[config.mk]
export PLATFORM = sky130hd
export DESIGN_NAME = lc3_mem_arbiter
export DESIGN_NICKNAME = d
export VERILOG_FILES = /design/src/rtl/lc3_mem_arbiter.sv
export SDC_FILE = /design/constraint.sdc
export NUM_CORES = 1
export LEC_CHECK = 0
export CAP_MARGIN = 25
export CORE_MARGIN = 5
export CORE_UTILIZATION = 30
export DETAILED_ROUTE_END_ITERATION = 10
export PLACE_DENSITY = 0.87
export SETUP_SLACK_MARGIN = 0.15
export SYNTH_ARGS = -nofsm -noshare
export SYNTH_HDL_FRONTEND = slang
export SYNTH_SLANG_ARGS = --single-unit
[constraint.sdc]
create_clock -name clk -period 1.48 [get_ports clk]
set_input_delay 0.148 -clock clk [delete_from_list [all_inputs] [get_ports clk]]
set_output_delay 0.148 -clock clk [all_outputs]
set_load 0.03 [all_outputs]
[src/rtl/lc3_mem_arbiter.sv]
// lc3_mem_arbiter: shares the single LC-3 memory port between the core (0)
// and a loader/DMA master (1) with round-robin arbitration and bounded lock.
module lc3_mem_arbiter #(
   parameter int ADDR_W   = 16,
   parameter int DATA_W   = 16,
   parameter int MAX_LOCK = 8
) (
   input  logic              clk,
   input  logic              rst,
   input  logic              req_0,
   input  logic              lock_0,
   input  logic              we_0,
   input  logic [ADDR_W-1:0] addr_0,
   input  logic [DATA_W-1:0] wdata_0,
   output logic              gnt_0,
   output logic              rvalid_0,
   output logic [DATA_W-1:0] rdata_0,
   input  logic              req_1,
   input  logic              lock_1,
   input  logic              we_1,
   input  logic [ADDR_W-1:0] addr_1,
   input  logic [DATA_W-1:0] wdata_1,
   output logic              gnt_1,
   output logic              rvalid_1,
   output logic [DATA_W-1:0] rdata_1,
   output logic [ADDR_W-1:0] memory_addr,
   output logic [DATA_W-1:0] memory_din,
   output logic              memWE,
   input  logic [DATA_W-1:0] memory_dout
);

   localparam int CNT_W = $clog2(MAX_LOCK + 1);
   localparam logic [CNT_W-1:0] CNT_MAX = CNT_W'(MAX_LOCK);

   typedef enum logic [1:0] {
      IDLE   = 2'd0,
      ACCESS = 2'd1,
      RESP   = 2'd2
   } state_t;

   state_t            state_q, state_d;
   logic              owner_q, owner_d;
   logic              last_q, last_d;
   logic              lock_q, lock_d;
   logic [CNT_W-1:0]  lock_cnt_q, lock_cnt_d;
   logic [ADDR_W-1:0] mem_addr_q, mem_addr_d;
   logic [DATA_W-1:0] mem_din_q, mem_din_d;
   logic              mem_we_q, mem_we_d;

   logic              sel;
   logic              accept;
   logic              lock_hold;
   logic              sel_lock;
   logic              sel_we;
   logic [ADDR_W-1:0] sel_addr;
   logic [DATA_W-1:0] sel_wdata;

   // A locked owner keeps priority until it has used MAX_LOCK grants.
   always_comb begin
      lock_hold = lock_q && (lock_cnt_q < CNT_MAX);
      sel       = req_1;
      if (req_0 && req_1) begin
         sel = lock_hold ? last_q : ~last_q;
      end
      accept    = !rst && (state_q != ACCESS) && (req_0 || req_1);
      sel_lock  = sel ? lock_1  : lock_0;
      sel_we    = sel ? we_1    : we_0;
      sel_addr  = sel ? addr_1  : addr_0;
      sel_wdata = sel ? wdata_1 : wdata_0;
   end

   always_comb begin
      state_d    = state_q;
      owner_d    = owner_q;
      last_d     = last_q;
      lock_d     = lock_q;
      lock_cnt_d = lock_cnt_q;
      mem_addr_d = mem_addr_q;
      mem_din_d  = mem_din_q;
      mem_we_d   = 1'b0;

      unique case (state_q)
         IDLE:    state_d = accept ? ACCESS : IDLE;
         ACCESS:  state_d = RESP;
         RESP:    state_d = accept ? ACCESS : IDLE;
         default: state_d = IDLE;
      endcase

      if (accept) begin
         owner_d    = sel;
         last_d     = sel;
         lock_d     = sel_lock;
         mem_addr_d = sel_addr;
         mem_din_d  = sel_wdata;
         mem_we_d   = sel_we;
         if (!sel_lock) begin
            lock_cnt_d = '0;
         end else if (lock_q && (sel == last_q)) begin
            lock_cnt_d = (lock_cnt_q == CNT_MAX) ? lock_cnt_q
                                                 : lock_cnt_q + CNT_W'(1);
         end else begin
            lock_cnt_d = CNT_W'(1);
         end
      end
   end

   always_ff @(posedge clk) begin
      if (rst) begin
         state_q    <= IDLE;
         owner_q    <= 1'b0;
         last_q     <= 1'b1;
         lock_q     <= 1'b0;
         lock_cnt_q <= '0;
         mem_addr_q <= '0;
         mem_din_q  <= '0;
         mem_we_q   <= 1'b0;
      end else begin
         state_q    <= state_d;
         owner_q    <= owner_d;
         last_q     <= last_d;
         lock_q     <= lock_d;
         lock_cnt_q <= lock_cnt_d;
         mem_addr_q <= mem_addr_d;
         mem_din_q  <= mem_din_d;
         mem_we_q   <= mem_we_d;
      end
   end

   assign gnt_0       = accept && !sel;
   assign gnt_1       = accept && sel;
   assign rvalid_0    = (state_q == RESP) && !owner_q;
   assign rvalid_1    = (state_q == RESP) && owner_q;
   assign rdata_0     = rvalid_0 ? memory_dout : '0;
   assign rdata_1     = rvalid_1 ? memory_dout : '0;
   assign memory_addr = mem_addr_q;
   assign memory_din  = mem_din_q;
   assign memWE       = mem_we_q;

endmodule

==> metrics.md <==
| Metric | Value |
|---|---|
| Outcome | `complete, but fails checks` |
| Failing checks | `setup timing` |
| DP Cell Count | `472` |
| Max clock buf depth | `2` |
| Combinational Power Share | `37.8%` |
| Vias in the first global route | `2548` |
| RSZ-0062 raised after global routing | `true` |
| Syn Std Cell Area | `0.00206 mm^2` |
| Post-synthesis cell type count | `37` |
| Crit Path Class | `reg2reg` |
| Fin area | `0.00447 mm^2` |
| Critical path origin | `lock_q$_SDFFE_PP0N_` |
| Adder-Cell Fraction of Synth Area | `1.21%` |
| Type of origin of the critical path | `flip-flop` |
| Total power | `3.35 mW` |
| Boundary Pins | `157` |
| Mapped Nets | `328` |
| Largest area contributor in the netlist | `dfxtp_1` |
| Pre-CTS setup slack | `-0.482 ns` |
| Crit path arrival time | `1.78 ns` |
| Fin util | `66.2%` |
| Clock power frac | `23.8%` |
| Final hold viol count | `0` |
| Main flop type after synthesis | `dfxtp_1` |
| Post-Syn Instances | `238` |
| Worst VDD drop | `0.477 mV` |
| Num rows | `30` |
| Placer Congestion | `0.732` |
| Slew @ Worst Pin | `0.337 ns` |
| Hold Path Class | `in2reg` |
| Worst-Skew Late Latency | `0.29 ns` |
| Async S/R FF share, synth | `0%` |
| Cts hold-fix bufs | `0` |
| Sw frac | `32.3%` |
| CP Capture Type | `flip-flop` |
| Die footprint | `0.00863 mm^2` |
| Overflow left after global routing | `0` |
| Clock Root Buffer | `clkbuf_8` |
| Max Cap Viol | `0` |
| P_int | `2.27 mW` |
| DP HPWL | `5.78 mm` |
| Maximum fanout along the worst path | `4` |
| Synth Area in Compound Gates | `27.1%` |
| Final worst path period share | `108%` |
| Post-Synth Simple-Gate Area | `24.2%` |
| Non-Filler Instances | `496` |
| Yosys top cell area share | `40.8%` |
| Seq pwr share | `38.4%` |
| Hold Startpoint | `rst` |
| Fmax | `625 MHz` |
| First-pass GRT wire length | `12.3 mm` |
| DR DRC count | `0` |
| Max-slew headroom | `77.6%` |
| Area grow syn2layout | `117%` |
| Initial drt markers | `52` |
| Drt first pass iters | `4` |
| PnR worst setup slack | `-0.120 ns` |
| Area post-placement | `0.00381 mm^2` |
| Reg2reg start | `lock_q$_SDFFE_PP0N_` |
| Avg WL per Cell | `17.2 um` |
| P_leak | `1.86 nW` |
| Antenna violations before repair | `0` |
| GRT Total Usage | `17.8%` |
| NetSw | `1.08 mW` |
| Via count | `2487` |
| Pins Over Slew Limit | `0` |
| Mean Syn Cell Area | `8.66 um^2` |
| Worst Clk Skew | `0.00715 ns` |
| Initial Utilization | `30.5%` |
| Core footprint | `0.00676 mm^2` |
| Die Wd | `92.9 um` |
| H-tree levels | `2` |
| IO buf count | `156` |
| CTS Buf Count | `5` |
| Largest family of logic cells by synthesized area | `compound AO/OA/AOI/OAI gates` |
| Post-synth EDFFs | `0` |
| Largest net degree at the start of global routing | `26` |
| Sequential share of the synthesized area | `40.8%` |
| Mux contribution to synthesized area | `0.546%` |
| Final TNS setup | `-2.37 ns` |
| Top cells by area, synth | `dfxtp_1 (41%), a22oi_1 (12%), and2_1 (10%)` |
| Avg Vias per Cell | `5.01` |
| Required @ worst endpoint | `1.66 ns` |
| Ys Warns | `0` |
| Flip-flop and latch count after synthesis | `42` |
| WL final | `8.53 mm` |
| CTS tree | `built` |
| Final-report setup violation count | `59` |
| Antenna Nets Post-Route | `0` |
| Cell Pwr Density | `750 mW/mm^2` |
| Clk sink count | `42` |
| Clock transition at path regs | `0.09 ns` |
| Final worst path period need | `1.60 ns` |
| Final #Nets | `505` |
| Die H | `92.9 um` |
| Share of layout cells above drive strength 1 | `39.9%` |
| Inserted Diodes | `0` |
| WHS | `0.356 ns` |
| Post-Synth XOR/XNOR Area | `0%` |
==> power groups by stage <==
stage / Clock, mW / Sequential, mW / Combinational, mW
after floorplan: 0 / 1.45 / 0.400
after global placement: 0 / 1.30 / 1.06
after detailed placement: 0 / 1.31 / 1.08
after CTS: 0.812 / 1.29 / 1.16
after global routing: 0.872 / 1.30 / 1.34
final: 0.798 / 1.29 / 1.27
==> Yosys cell counts (2+ instances only) <==
library cell   n
a21oi_1       33
a22oi_1       32
and2_1        34
buf_4          5
buf_6          3
clkbuf_1      11
dfxtp_1       42
ha_1           2
inv_1          4
nand2_1       36
nand2b_1       2
nand3_1        2
nand4_1        2
nor2_1         4
nor2b_1        3
o31ai_2        2
==> flip-flops by register name, summed over array words and instances (netlist names) <==
name         flops
owner_q          1
lock_q           1
lock_cnt_q       4
last_q           1
state_q          2
memory_din      16
memory_addr     16
memWE            1
==> logic make-up after synthesis <==
group / count (synthesis)
fa+ha+maj: 2
flops: 42
compound gates: 78
buf+inv: 23
mux: 1
simple gates: 92
==> final cells by class <==
| class | count | area [um^2] |
|---|---|---|
| flip-flops and latches | 42 | 853 |
| well taps | 80 | 100 |
| inverters | 4 | 15.0 |
| clock inverters | 1 | 8.76 |
| clock buffers | 7 | 86.3 |
| fillers | 540 | 2280 |
| multi-input cells | 173 | 1400 |
| repair buffers | 189 | 2010 |
==> worst paths after layout <==
check                                endpoint  slack (ns)  cells past startpoint
hold reg to reg         state_q[0]$_SDFF_PP0_        0.45                      1
setup reg to reg   lock_cnt_q[1]$_SDFFE_PP0P_       -0.12                      7
setup / recovery   lock_cnt_q[1]$_SDFFE_PP0P_       -0.12                      7
hold / removal    memory_addr[7]$_SDFFE_PP0N_        0.36                      3
==> worst max-delay path: stages, from the launching register on <==
cell and delay [ns]:
dfxtp_2 0.35, nor2b_4 0.13, o211ai_4 0.24, buf_6 0.14, mux2_4 0.32, buf_4 0.16
nand4_1 0.09, o31ai_2 0.07
==> routing by layer <==
layer | vias to the layer above | part of all wire [%] | GRT usage (%)
li1 | 1191 | - | -
met1 | 1163 | 39 | 18.7
met2 | 126 | 51 | 33.6
met3 | 7 | 10 | 6.42
met4 | 0 | 0.67 | 3.66
met5 | - | 0 | 0
==> cells in the final DEF, fill, tap and decap left out, types with 2 or more instances in the layout <==
master | netlist | routed
buf_4 | 5 | 13
o31ai_2 | 2 | 2
a22oi_1 | 32 | 9
dfxtp_4 | 0 | 2
ha_1 | 2 | 2
buf_6 | 3 | 41
and2_4 | 0 | 33
clkdlybuf4s50_1 | 0 | 85
a21oi_2 | 1 | 7
dfxtp_2 | 0 | 4
buf_8 | 0 | 4
nor2_1 | 4 | 3
a21oi_1 | 33 | 27
nor2b_1 | 3 | 2
clkbuf_8 | 0 | 6
nand2b_1 | 2 | 2
buf_12 | 0 | 8
nand4_1 | 2 | 2
dlygate4sd2_1 | 0 | 34
nand2_1 | 36 | 34
inv_1 | 4 | 4
nand2_2 | 0 | 2
nor2b_4 | 0 | 2
a22oi_2 | 0 | 23
dfxtp_1 | 42 | 36
clkbuf_16 | 0 | 2
==> timing repair <==
| action | in CTS | in global routing |
|---|---|---|
| gates resized for setup | 132 | 33 |
| pin swaps | 24 | 34 |
| endpoints found under the hold margin | 0 | 0 |
| buffers inserted | 5 | 5 |
| setup endpoints to repair | 109 | 76 |
| gates cloned | 4 | 2 |
Note: power is estimated with default switching activity, not from simulation.
